## config.mk

```make
export PLATFORM = sky130hd
export DESIGN_NAME = multicycle_ctrl_fsm
export DESIGN_NICKNAME = d
export VERILOG_FILES = /design/src/rtl/ctrl_pkg.sv /design/src/rtl/ctrl_wait_cnt.sv /design/src/rtl/multicycle_ctrl_fsm.sv
export SDC_FILE = /design/constraint.sdc
export NUM_CORES = 1
export LEC_CHECK = 0
export CAP_MARGIN = 20
export CORE_MARGIN = 2
export CORE_UTILIZATION = 38
export CTS_CLUSTER_SIZE = 14
export DETAILED_ROUTE_END_ITERATION = 16
export PLACE_DENSITY = 0.76
export SETUP_SLACK_MARGIN = 0.1
export SYNTH_ARGS = -nofsm -noshare
export SYNTH_HDL_FRONTEND = slang
export SYNTH_SLANG_ARGS = --single-unit
```

## constraint.sdc

```tcl
create_clock -name clk -period 2.3 [get_ports clk]
set_input_delay 0.23 -clock clk [delete_from_list [all_inputs] [get_ports clk]]
set_output_delay 0.23 -clock clk [all_outputs]
set_load 0.005 [all_outputs]
```

## src/rtl/ctrl_pkg.sv

```systemverilog
// Shared definitions for the multicycle control FSM: state codes, opcodes,
// datapath select encodings and the packed control-output bundle.
package ctrl_pkg;

  localparam logic [3:0] S_RESET     = 4'd0;
  localparam logic [3:0] S_FETCH     = 4'd1;
  localparam logic [3:0] S_DECODE    = 4'd2;
  localparam logic [3:0] S_EXEC_ADD  = 4'd3;
  localparam logic [3:0] S_EXEC_ADDI = 4'd4;
  localparam logic [3:0] S_WB        = 4'd5;
  localparam logic [3:0] S_EXCP      = 4'd6;

  localparam logic [5:0] ADD       = 6'b000000;
  localparam logic [5:0] ADDI      = 6'b001000;
  localparam logic [5:0] RESET_OP  = 6'b111111;
  localparam logic [5:0] FUNCT_ADD = 6'b100000;

  localparam logic [2:0] ALU_PASS  = 3'b000;
  localparam logic [2:0] ALU_ADD   = 3'b001;
  localparam logic [2:0] ALU_SUB   = 3'b010;
  localparam logic [1:0] SRCA_PC   = 2'b00;
  localparam logic [1:0] SRCA_A    = 2'b01;
  localparam logic [1:0] SRCB_B    = 2'b00;
  localparam logic [1:0] SRCB_4    = 2'b01;
  localparam logic [1:0] SRCB_IMM  = 2'b10;
  localparam logic [1:0] IORD_PC   = 2'b00;
  localparam logic [1:0] IORD_EXC  = 2'b10;
  localparam logic [2:0] PCSRC_ALU = 3'b000;
  localparam logic [2:0] PCSRC_MEM = 3'b011;

  typedef struct packed {
    logic       pc_write;
    logic       mem_read;
    logic       mem_write;
    logic       ir_write;
    logic       ra_write;
    logic       rb_write;
    logic       reg_write;
    logic       alu_out_ctrl;
    logic       epc_ctrl;
    logic       reg_dst;
    logic       excp_ctrl;
    logic       rst_out;
    logic [2:0] alu_op;
    logic [1:0] alu_src_a;
    logic [1:0] alu_src_b;
    logic [1:0] iord;
    logic [2:0] pc_src;
    logic [3:0] data_src;
  } ctrl_out_t;

endpackage

```

## src/rtl/ctrl_wait_cnt.sv

```systemverilog
// Shared wait counter: clear/enable, terminal flag against a runtime limit.
// The next count is exported so the owner can register outputs from it.
module ctrl_wait_cnt #(
  parameter int CNT_W = 3
) (
  input  logic             clk,
  input  logic             rst_n,
  input  logic             clr_i,
  input  logic             en_i,
  input  logic [CNT_W-1:0] limit_i,
  output logic [CNT_W-1:0] cnt_o,
  output logic [CNT_W-1:0] cnt_d_o,
  output logic             term_o
);

  logic [CNT_W-1:0] cnt_q, cnt_d;

  always_comb begin
    cnt_d = cnt_q;
    if (clr_i)     cnt_d = '0;
    else if (en_i) cnt_d = cnt_q + CNT_W'(1);
  end

  always_ff @(posedge clk or negedge rst_n) begin
    if (!rst_n) cnt_q <= '0;
    else        cnt_q <= cnt_d;
  end

  assign cnt_o   = cnt_q;
  assign cnt_d_o = cnt_d;
  assign term_o  = (cnt_q == limit_i);

endmodule

```

## src/rtl/multicycle_ctrl_fsm.sv

```systemverilog
// Multicycle CPU control unit with registered Moore outputs.
// Define CTRL_EXCP_EN to build the EXCP state (invalid opcode / overflow trap).
module multicycle_ctrl_fsm
  import ctrl_pkg::*;
#(
  parameter int MEM_WAIT   = 3,
  parameter int RST_CYCLES = 1,
  parameter int CNT_W      = 3
) (
  input  logic       clk,
  input  logic       reset,
  input  logic       Of,
  input  logic [5:0] OPCode,
  input  logic [5:0] funct,
  output logic       PCWrite,
  output logic       MEMRead,
  output logic       MEMWrite,
  output logic       IRWrite,
  output logic       RAWrite,
  output logic       RBWrite,
  output logic       RegWrite,
  output logic       ALUOutCtrl,
  output logic       EPCControl,
  output logic       RegDst,
  output logic       ExcpContrl,
  output logic       rst_out,
  output logic [2:0] ALUOp,
  output logic [1:0] ALUSrcA,
  output logic [1:0] ALUSrcB,
  output logic [1:0] IorD,
  output logic [2:0] PCSrc,
  output logic [3:0] DataSrc,
  output logic [3:0] state_o
);

  localparam logic [CNT_W-1:0] RST_LAST   = CNT_W'(RST_CYCLES - 1);
  localparam logic [CNT_W-1:0] FETCH_LAST = CNT_W'(MEM_WAIT - 1);
`ifdef CTRL_EXCP_EN
  // One EPC cycle precedes the MEM_WAIT vector-read cycles.
  localparam logic [CNT_W-1:0] EXCP_LAST  = CNT_W'(MEM_WAIT);
`else
  logic unused_of;
  assign unused_of = Of;
`endif

  logic [3:0]       state_q, state_d;
  logic [CNT_W-1:0] limit, cnt_q, cnt_d;
  logic             term, cnt_clr, cnt_en;
  ctrl_out_t        out_q, out_d;

  always_comb begin
    limit = FETCH_LAST;
    if (state_q == S_RESET) limit = RST_LAST;
`ifdef CTRL_EXCP_EN
    if (state_q == S_EXCP)  limit = EXCP_LAST;
`endif
  end

  always_comb begin
    state_d = state_q;
    case (state_q)
      S_RESET:  if (term) state_d = S_FETCH;
      S_FETCH:  if (term) state_d = S_DECODE;
      S_DECODE: begin
        if (OPCode == ADD && funct == FUNCT_ADD) state_d = S_EXEC_ADD;
        else if (OPCode == ADDI)                 state_d = S_EXEC_ADDI;
        else if (OPCode == RESET_OP)             state_d = S_RESET;
`ifdef CTRL_EXCP_EN
        else                                     state_d = S_EXCP;
`else
        else                                     state_d = S_FETCH;
`endif
      end
      S_EXEC_ADD, S_EXEC_ADDI: begin
        state_d = S_WB;
`ifdef CTRL_EXCP_EN
        if (Of) state_d = S_EXCP;
`endif
      end
      S_WB:     state_d = S_FETCH;
`ifdef CTRL_EXCP_EN
      S_EXCP:   if (term) state_d = S_FETCH;
`endif
      default:  state_d = S_RESET;
    endcase
  end

  assign cnt_clr = (state_d != state_q);
  assign cnt_en  = (state_q == S_RESET) || (state_q == S_FETCH) || (state_q == S_EXCP);

  ctrl_wait_cnt #(.CNT_W(CNT_W)) u_wait_cnt (
    .clk     (clk),
    .rst_n   (reset),
    .clr_i   (cnt_clr),
    .en_i    (cnt_en),
    .limit_i (limit),
    .cnt_o   (cnt_q),
    .cnt_d_o (cnt_d),
    .term_o  (term)
  );

  // Outputs are decoded from the next state/count so they are registered
  // yet line up with state_o in the same cycle.
  always_comb begin
    out_d = '0;
    case (state_d)
      S_RESET: out_d.rst_out = 1'b1;
      S_FETCH: begin
        out_d.mem_read  = 1'b1;
        out_d.iord      = IORD_PC;
        out_d.alu_src_a = SRCA_PC;
        out_d.alu_src_b = SRCB_4;
        out_d.alu_op    = ALU_ADD;
        if (cnt_d == FETCH_LAST) begin
          out_d.pc_write = 1'b1;
          out_d.ir_write = 1'b1;
          out_d.pc_src   = PCSRC_ALU;
        end
      end
      S_DECODE: begin
        out_d.ra_write = 1'b1;
        out_d.rb_write = 1'b1;
      end
      S_EXEC_ADD, S_EXEC_ADDI: begin
        out_d.alu_src_a    = SRCA_A;
        out_d.alu_src_b    = (state_d == S_EXEC_ADDI) ? SRCB_IMM : SRCB_B;
        out_d.alu_op       = ALU_ADD;
        out_d.alu_out_ctrl = 1'b1;
      end
      S_WB: begin
        out_d.reg_write = 1'b1;
        out_d.data_src  = 4'b0000;
        out_d.reg_dst   = (state_q == S_EXEC_ADD);
      end
`ifdef CTRL_EXCP_EN
      S_EXCP: begin
        // Cause is fixed on entry: 1 from an EXEC overflow, 0 from DECODE.
        out_d.excp_ctrl = (state_q == S_EXCP) ? out_q.excp_ctrl : (state_q != S_DECODE);
        if (cnt_d == '0) begin
          out_d.epc_ctrl  = 1'b1;
          out_d.alu_src_a = SRCA_PC;
          out_d.alu_src_b = SRCB_4;
          out_d.alu_op    = ALU_SUB;
        end else begin
          out_d.mem_read = 1'b1;
          out_d.iord     = IORD_EXC;
          if (cnt_d == EXCP_LAST) begin
            out_d.pc_write = 1'b1;
            out_d.pc_src   = PCSRC_MEM;
          end
        end
      end
`endif
      default: out_d = '0;
    endcase
  end

  always_ff @(posedge clk or negedge reset) begin
    if (!reset) begin
      state_q       <= S_RESET;
      out_q         <= '0;
      out_q.rst_out <= 1'b1;
    end else begin
      state_q <= state_d;
      out_q   <= out_d;
    end
  end

  assign PCWrite    = out_q.pc_write;
  assign MEMRead    = out_q.mem_read;
  assign MEMWrite   = out_q.mem_write;
  assign IRWrite    = out_q.ir_write;
  assign RAWrite    = out_q.ra_write;
  assign RBWrite    = out_q.rb_write;
  assign RegWrite   = out_q.reg_write;
  assign ALUOutCtrl = out_q.alu_out_ctrl;
  assign EPCControl = out_q.epc_ctrl;
  assign RegDst     = out_q.reg_dst;
  assign ExcpContrl = out_q.excp_ctrl;
  assign rst_out    = out_q.rst_out;
  assign ALUOp      = out_q.alu_op;
  assign ALUSrcA    = out_q.alu_src_a;
  assign ALUSrcB    = out_q.alu_src_b;
  assign IorD       = out_q.iord;
  assign PCSrc      = out_q.pc_src;
  assign DataSrc    = out_q.data_src;
  assign state_o    = state_q;

endmodule

```

==> results of run 1 <==
==> report_power, final <==
group          switching, mW  internal, mW
clock network         0.0950        0.0648
registers             0.0417         0.369
logic                  0.181         0.202
==> per-layer routing <==
layer	track usage	vias up	wire length (µm)
li1	-	359	-
met1	0.1549	359	667
met2	0.2805	47	1016
met3	0.03611	7	191
met4	0.07500	0	38
met5	0	-	0
==> critical path, delay by kind of cell, from the launching register on <==
family | cells | cell delay [ns]
simple gates | 2 | 0.92
compound gates | 2 | 0.52
flops | 1 | 0.45
==> placed cells by master (no fill, tap or decap), drive strengths merged, types with 3 or more instances in the layout <==
master,instances
inv,3
nor2,5
conb,16
dfrtp,16
a21oi,4
clkdlybuf4s50,30
nor3,8
clkbuf,3
buf,3
==> flip-flops by register name (all words and copies together), names as in the netlist <==
register and flops:
ALUOp 1, ALUSrcA 1, ALUSrcB 2, IRWrite 1, MEMRead 1, RAWrite 1, RegDst 1, RegWrite 1
rst_out 1, state_o 4, u_wait_cnt.cnt_o 3
==> logic make-up after synthesis <==
| group | synth area share |
|---|---|
| AND/OR/NAND/NOR | 0.1984 |
| buffers and inverters | 0.1761 |
| flip-flops | 0.4481 |
| AO/OA/AOI/OAI | 0.1222 |
| XOR/XNOR | 0.02760 |
| adder cells (fa/ha/maj) | 0.01314 |
| other | 0.003938 |
| multiplexers | 0.01051 |
==> final cells by class <==
type	instances	area (µm²)
fill	239	1192
sequential	17	426.7
multi-input combinational	68	414.1
timing repair buffer	33	322.8
tap	30	37.54
clock buffer	3	22.52
inverter	3	11.26
clock inverter	1	5.005
==> worst min path at each step <==
stage / startpoint / endpoint / slack (ns) / cells after the start
6_report: reset / RegWrite$_DFF_PN0_ / 0.36 / 1
5_1_grt: reset / state_o[3]$_DFF_PN0_ / 0.43 / 1
4_1_cts: reset / RegWrite$_DFF_PN0_ / 0.38 / 1
3_5_place_dp: state_o[3]$_DFF_PN0_ / RegWrite$_DFF_PN0_ / 0.59 / 2
3_3_place_gp: state_o[3]$_DFF_PN0_ / RegWrite$_DFF_PN0_ / 0.60 / 2
2_1_floorplan: reset / ALUOp[0]$_DFF_PN0_ / -0.07 / 0
==> metrics by stage <==
| step | utilization | setup slack (ns) | hold slack (ns) |
|---|---|---|---|
| after floorplan | - | 0.2343 | -0.06559 |
| after global placement | 0.4985 | 0.1521 | 0.5957 |
| after detailed placement | 0.4985 | 0.1280 | 0.5939 |
| after CTS | 0.5098 | 0.3000 | 0.3846 |
| after global routing | 0.5098 | 0.1914 | 0.4317 |
| final | 0.5098 | 0.3090 | 0.3570 |
==> flow_summary.yaml, run 1 <==
outcome:
  run_status: "completed"
sta:
  slew_headroom: 0.5130
  fin_crit_ns: 1.991
  tightest_slew_ns: 0.7282
  fin_skew_ns: 0.003729
  hold_violations: 0
  maxSlewViolCount: 0
  finalSetupTns_ns: 0
  rsz0062_at_grt: "false"
  max_freq_mhz: 502.3
  setup_violations: 0
  timing.final.crit_share: 0.8657
drt:
  drt_wl_total_um: 1912
  viasPerCell: 4.981
  wl_per_cell_um: 12.34
  drc: 0
  dr.first_iter.drc_count: 17
  dr.pass1.iters: 4
  num_vias: 772
  postRouteAntennaNets: 0
logic_synthesis:
  synth_top_area_share: 0.4205
  yosysMostFrequentCell: "buf_4"
  syn-instance-count: 94
  ys_async_sr_fraction: 1.000
  syn-cell-area_um2: 952.2
  synthFlopType: "dfrtp_1"
  syn_area_per_cell_um2: 10.13
  ys_top_cells_by_area: "dfrtp_1 42%, buf_4 14%, nor3_1 4.2%, dfstp_2 2.8%, a21oi_1 2.1%"
  yosys-top-cells-count: "18 x buf_4, 16 x dfrtp_1, 8 x nor3_1"
  synth_edf_count: 0
  ys_warn_count: 0
  synth_top_cell_by_area: "dfrtp_1"
  yosysUniqueCellTypes: 37
  ys_seq_area_frac: 0.4481
  ys_ff_latch: 17
power_and_ir_drop:
  totalPowerFinal_mw: 0.9528
  power_density_nw_per_um2: 768.5
  ir_drop_mv: 0.4071
  leakagePower_nw: 0.5393
setup_path:
  worst-path-max-fanout: 7
  cpMaxStageDelayCell: "or4b_4"
  slowest_delay_ns: 0.54
  worstPathRequired_ns: 2.48
  startpoint_type: "flop"
  cp_cell_sequence: "or4b_4, or3_1, o21a_1, a2111oi_2"
  worstPathArrival_ns: 2.17
  critPathKind: "flop to flop"
  r2r_setup_slack_ns: 0.31
  end_kind: "flop"
  timing.rr.start: "state_o[2]$_DFF_PN0_"
  worstRegToRegCells: 4
  r2r_end: "IRWrite$_DFF_PN0_"
  endpoint: "IRWrite$_DFF_PN0_"
  startpoint: "state_o[2]$_DFF_PN0_"
clocking:
  cts_root_buf: "clkbuf_4"
  cts_buffers: 3
  cts_tree: "yes"
  clock_path_buffers: 2
  cts.clk_slew.worst_paths_ns: 0.10
  post_cts_buffers: 0
  cts.sinks: 17
  clk_latency_ns: 0.30
  hold_buffers: 0
  cts.repair.resized: 0
  cts-htree-levels: 1
global_route:
  grt.total_usage: 0.1505
  antenna_found_initial: 0
  globalRoute.totalOverflow: 0
  grt_pass1_wl_um: 3132
  grt_pass1_vias: 746
  grt_max_degree: 18
die:
  coreArea_um2: 2432
  start_util: 0.3915
  row_count: 18
  die_w_um: 54.06
  dieArea_um2: 2922
  die_h_um: 54.06
  io_pins: 47
finish:
  nets: 142
  drive_above_1_share: 0.09600
  area_growth_pct: 30.22
  n_antenna_cell: 0
  design_area_um2: 1240
  fin_cells: 155
place:
  dpl.cell_count: 151
  gp_congestion: 0.8278
  port_buffers: 30
  placed_area_um2: 1212
  hpwl_um: 1546
job:
  drv_cap: 0
worst_hold_path:
  hp-class: "primary input to async pin"
(Power assumes the default switching activity.)
==> inputs of run 2 (changes only) <==
CORE_MARGIN = 3   (was 2)
==> run 2 against run 1 <==
Against the previous run: cell count down 1.3%; via count down 1.0%; clock-buffer cell count unchanged; total power down 0.60%; sequential power about the same; global-route usage down 2.6 points; critical endpoint is now ALUSrcB[0]$_DFF_PN0_; largest power group unchanged; highest routed layer unchanged.
==> flow_summary.yaml, run 2 (synthesized netlist as in run 1, its figures left out) <==
outcome:
  run_status: "completed"
die:
  start_util: 0.4145
  die_w_um: 56.06
  coreArea_um2: 2297
  row_count: 17
  io_pins: 47
  dieArea_um2: 3142
  die_h_um: 56.06
drt:
  num_vias: 764
  postRouteAntennaNets: 0
  drc: 0
  viasPerCell: 4.993
  dr.pass1.iters: 4
  wl_per_cell_um: 12.12
  drt_wl_total_um: 1854
  dr.first_iter.drc_count: 12
finish:
  fin_cells: 153
  layout_common_cells: "30 x clkdlybuf4s50_1, 16 x dfrtp_1, 16 x conb_1"
  nets: 142
  final_common_cell: "clkdlybuf4s50_1"
  largest_register_ffs: 4
  area_growth_pct: 30.22
  fillers: 208
  design_area_um2: 1240
  multi_input_area_um2: 414.1
  fin_util: 0.5398
  drive_above_1_share: 0.09600
  regArea_um2: 426.7
  n_antenna_cell: 0
clocking:
  cts.repair.resized: 0
  cts.sinks: 17
  post_cts_buffers: 0
  cts_tree: "yes"
  cts.clk_slew.worst_paths_ns: 0.11
  cts-htree-levels: 1
  cts_root_buf: "clkbuf_4"
  clk_latency_ns: 0.30
  hold_buffers: 0
  cts_buffers: 3
  clock_path_buffers: 2
sta:
  finalSetupTns_ns: 0
  rsz0062_at_grt: "false"
  worst_hold_slack_ns: 0.3605
  max_freq_mhz: 500.1
  fin_crit_ns: 1.999
  timing.final.crit_share: 0.8693
  layout_setup_ws_ns: 0.3005
  tightest_slew_ns: 0.7504
  maxSlewViolCount: 0
  setup_violations: 0
  slew_headroom: 0.4982
  hold_violations: 0
  fin_skew_ns: 0.003240
setup_path:
  r2r_end: "ALUSrcB[0]$_DFF_PN0_"
  cpMaxStageDelayCell: "or4b_4"
  worstPathArrival_ns: 2.19
  startpoint_type: "flop"
  path_buf_inv: 1
  path_delay_family: "simple AND/OR/NAND/NOR gates"
  critPathKind: "flop to flop"
  slowest_delay_ns: 0.54
  startpoint: "state_o[2]$_DFF_PN0_"
  cp_cell_sequence: "or4b_4, or3_1, buf_4, nor2_1, nor3_1"
  end_kind: "flop"
  worst-path-max-fanout: 7
  worstRegToRegCells: 5
  timing.rr.start: "state_o[2]$_DFF_PN0_"
  r2r_setup_slack_ns: 0.30
  worstPathRequired_ns: 2.49
place:
  dpl.cell_count: 149
  hpwl_um: 1494
  port_buffers: 30
  placed_area_um2: 1210
  gp_congestion: 0.7907
  pre_cts_ws_ns: 0.1383
power_and_ir_drop:
  leakagePower_nw: 0.5355
  power_density_nw_per_um2: 763.9
  totalPowerFinal_mw: 0.9471
  ir_drop_mv: 0.4865
job:
  drv_cap: 0
global_route:
  grt_pass1_wl_um: 3132
  antenna_found_initial: 0
  globalRoute.totalOverflow: 0
  grt_pass1_vias: 723
  grt_max_degree: 18
  grt.total_usage: 0.1245
worst_hold_path:
  hp-class: "primary input to async pin"
run 2: cell count changes in the layout (fill, tap and decap cells not counted):
| cell | before | now |
|---|---|---|
| clkinvlp_4 | 0 | 1 |
| clkinv_2 | 1 | 0 |
run 2: area by class of cell:
cell class | instances | area share
Timing Repair Buffer | 33 | 0.2603
Clock inverter | 1 | 0.006054
Sequential cell | 17 | 0.3441
Multi-Input combinational cell | 68 | 0.3340
Inverter | 3 | 0.009082
Tap cell | 28 | 0.02825
Clock buffer | 3 | 0.01816
run 2: worst max-delay path by stage:
stage / endpoint / cells past startpoint
CTS: IRWrite$_DFF_PN0_ / 4
global placement: IRWrite$_DFF_PN0_ / 5
detailed placement: ALUSrcB[0]$_DFF_PN0_ / 6
finish: ALUSrcB[0]$_DFF_PN0_ / 5
global route: IRWrite$_DFF_PN0_ / 4
floorplan: IRWrite$_DFF_PN0_ / 6
run 2: power by group:
| part | internal (mW) | switching [mW] |
|---|---|---|
| clock | 0.0664 | 0.103 |
| combinational | 0.201 | 0.167 |
| sequential | 0.369 | 0.0402 |
| total | 0.636 | 0.311 |
run 2: metal layers:
metal,GRT usage,vias to the layer above,share of wire
met5,0,-,0
met4,0.02034,0,0.0043
met3,0.05568,2,0.11
met2,0.2154,40,0.50
met1,0.1429,362,0.39
li1,-,360,-
==> inputs of run 3 (changes only) <==
ABC_AREA = 0   (was default)
CORE_ASPECT_RATIO = 0.6   (was default)
MAX_ROUTING_LAYER = met4   (was default)
==> run 3 against run 2 <==
Against the previous run: register-to-register slack worse by 0.03 ns; wire length is 8.5% higher; die area is 0.64% higher; cell count is 1.3% higher; clock skew is 0.00077 ns higher; global-route usage is 1.8 points higher; critical endpoint is now IRWrite$_DFF_PN0_; largest power group unchanged.
==> flow_summary.yaml, run 3 (synthesized netlist as in run 1, its figures left out) <==
sta:
  finalSetupTns_ns: 0
  max_freq_mhz: 492.4
  timing.final.crit_share: 0.8830
  setup_violations: 0
  fin_crit_ns: 2.031
  maxSlewViolCount: 0
  tightest_slew_ns: 0.7560
  fin_skew_ns: 0.004010
  slew_headroom: 0.4944
  rsz0062_at_grt: "false"
  hold_violations: 0
clocking:
  post_cts_buffers: 0
  hold_buffers: 0
  cts-htree-levels: 1
  cts_root_buf: "clkbuf_8"
  cts_tree: "yes"
  cts.repair.resized: 0
  clock_path_buffers: 2
  cts_buffers: 3
  cts.clk_slew.worst_paths_ns: 0.06
  cts.sinks: 17
  clk_latency_ns: 0.25
global_route:
  grt_pass1_wl_um: 3353
  grt_max_degree: 18
  grt.total_usage: 0.1429
  antenna_found_initial: 0
  globalRoute.totalOverflow: 0
  grt_pass1_vias: 725
power_and_ir_drop:
  totalPowerFinal_mw: 1.004
  switching_power_mw: 0.3122
  ir_drop_mv: 0.3860
  clockPowerShare: 0.214
  p_int_mw: 0.6916
  power_density_nw_per_um2: 797.5
  leakagePower_nw: 0.5471
  combPwrFrac: 0.377
  switching_share: 0.3110
  p_seq_frac: 0.409
finish:
  n_antenna_cell: 0
  largest_register_ffs: 4
  fin_util: 0.5527
  nets: 142
  design_area_um2: 1259
  layout_common_cells: "30 x clkdlybuf4s50_1, 16 x dfrtp_1, 16 x conb_1"
  fin_cells: 155
  area_growth_pct: 32.19
  drive_above_1_share: 0.09600
  final_common_cell: "clkdlybuf4s50_1"
setup_path:
  path_buf_inv: 0
  worstRegToRegCells: 4
  worst-path-max-fanout: 7
  startpoint_type: "flop"
  critPathKind: "flop to flop"
  end_kind: "flop"
  r2r_end: "IRWrite$_DFF_PN0_"
  cpMaxStageDelayCell: "or4b_4"
  timing.rr.start: "state_o[2]$_DFF_PN0_"
  r2r_setup_slack_ns: 0.27
  slowest_delay_ns: 0.55
  worstPathArrival_ns: 2.16
  cp_cell_sequence: "or4b_4, or3_1, o21a_1, a2111oi_2"
  path_delay_family: "simple AND/OR/NAND/NOR gates"
  worstPathRequired_ns: 2.43
worst_hold_path:
  hp-class: "primary input to async pin"
drt:
  drt_wl_total_um: 2012
  postRouteAntennaNets: 0
  wl_per_cell_um: 12.98
  drc: 0
  dr.first_iter.drc_count: 37
  num_vias: 762
  viasPerCell: 4.916
  dr.pass1.iters: 4
place:
  dpl.cell_count: 151
  gp_congestion: 0.7850
  port_buffers: 30
  placed_area_um2: 1212
  hpwl_um: 1659
outcome:
  run_status: "completed"
die:
  die_h_um: 44.78
  coreArea_um2: 2277
  start_util: 0.4181
  io_pins: 47
  die_w_um: 70.63
  dieArea_um2: 3162
  row_count: 13
job:
  drv_cap: 0
[run 3: changes by cell type in the layout (fill, tap and decap cells not counted), sizes merged]
cell,change
clkinv,+1
clkinvlp,-1
[run 3: through the flow]
| stage | worst slack, ns | hold WS [ns] |
|---|---|---|
| final | 0.2691 | 0.4255 |
| after global routing | 0.1423 | 0.4941 |
| after CTS | 0.2656 | 0.4346 |
| after detailed placement | 0.1322 | 0.6109 |
| after global placement | 0.1409 | 0.6021 |
| after floorplan | 0.2343 | -0.06559 |
[run 3: power groups by stage]
| stage | clock network [mW] | registers, mW | logic, mW |
|---|---|---|---|
| CTS | 0.222 | 0.410 | 0.380 |
| finish | 0.215 | 0.410 | 0.379 |
| global placement | 0 | 0.412 | 0.366 |
| floorplan | 0 | 0.417 | 0.220 |
| global route | 0.240 | 0.419 | 0.415 |
| detailed placement | 0 | 0.416 | 0.378 |
[run 3: worst max-delay path by stage]
stage,start,slack [ns],cells past startpoint,to
after floorplan,state_o[0]$_DFF_PN0_,0.23,6,IRWrite$_DFF_PN0_
after global placement,OPCode[5],0.14,5,IRWrite$_DFF_PN0_
after detailed placement,OPCode[5],0.13,5,IRWrite$_DFF_PN0_
after CTS,state_o[2]$_DFF_PN0_,0.27,4,IRWrite$_DFF_PN0_
after global routing,state_o[2]$_DFF_PN0_,0.14,4,IRWrite$_DFF_PN0_
final,state_o[2]$_DFF_PN0_,0.27,4,IRWrite$_DFF_PN0_
[run 3: layer usage]
metal / track usage / up-vias / wire length (µm)
met1: 0.1961 / 355 / 956
met5: - / - / 0
met4: 0.02622 / 0 / 12
met3: 0.04444 / 2 / 141
li1: - / 368 / -
met2: 0.2119 / 37 / 902
[run 3: final cells by class]
type	instances	area (µm²)
repair buffers	33	322.8
flip-flops and latches	17	426.7
clock buffers	3	41.29
fillers	191	1018
well taps	30	37.54
clock inverters	1	5.005
multi-input cells	68	414.1
inverters	3	11.26
[run 3: worst register-to-register path: cells and delay by family, from the launching register on]
kind	cells	cell delay (ns)
simple gates	2	0.94
compound gates	2	0.53
flops	1	0.44
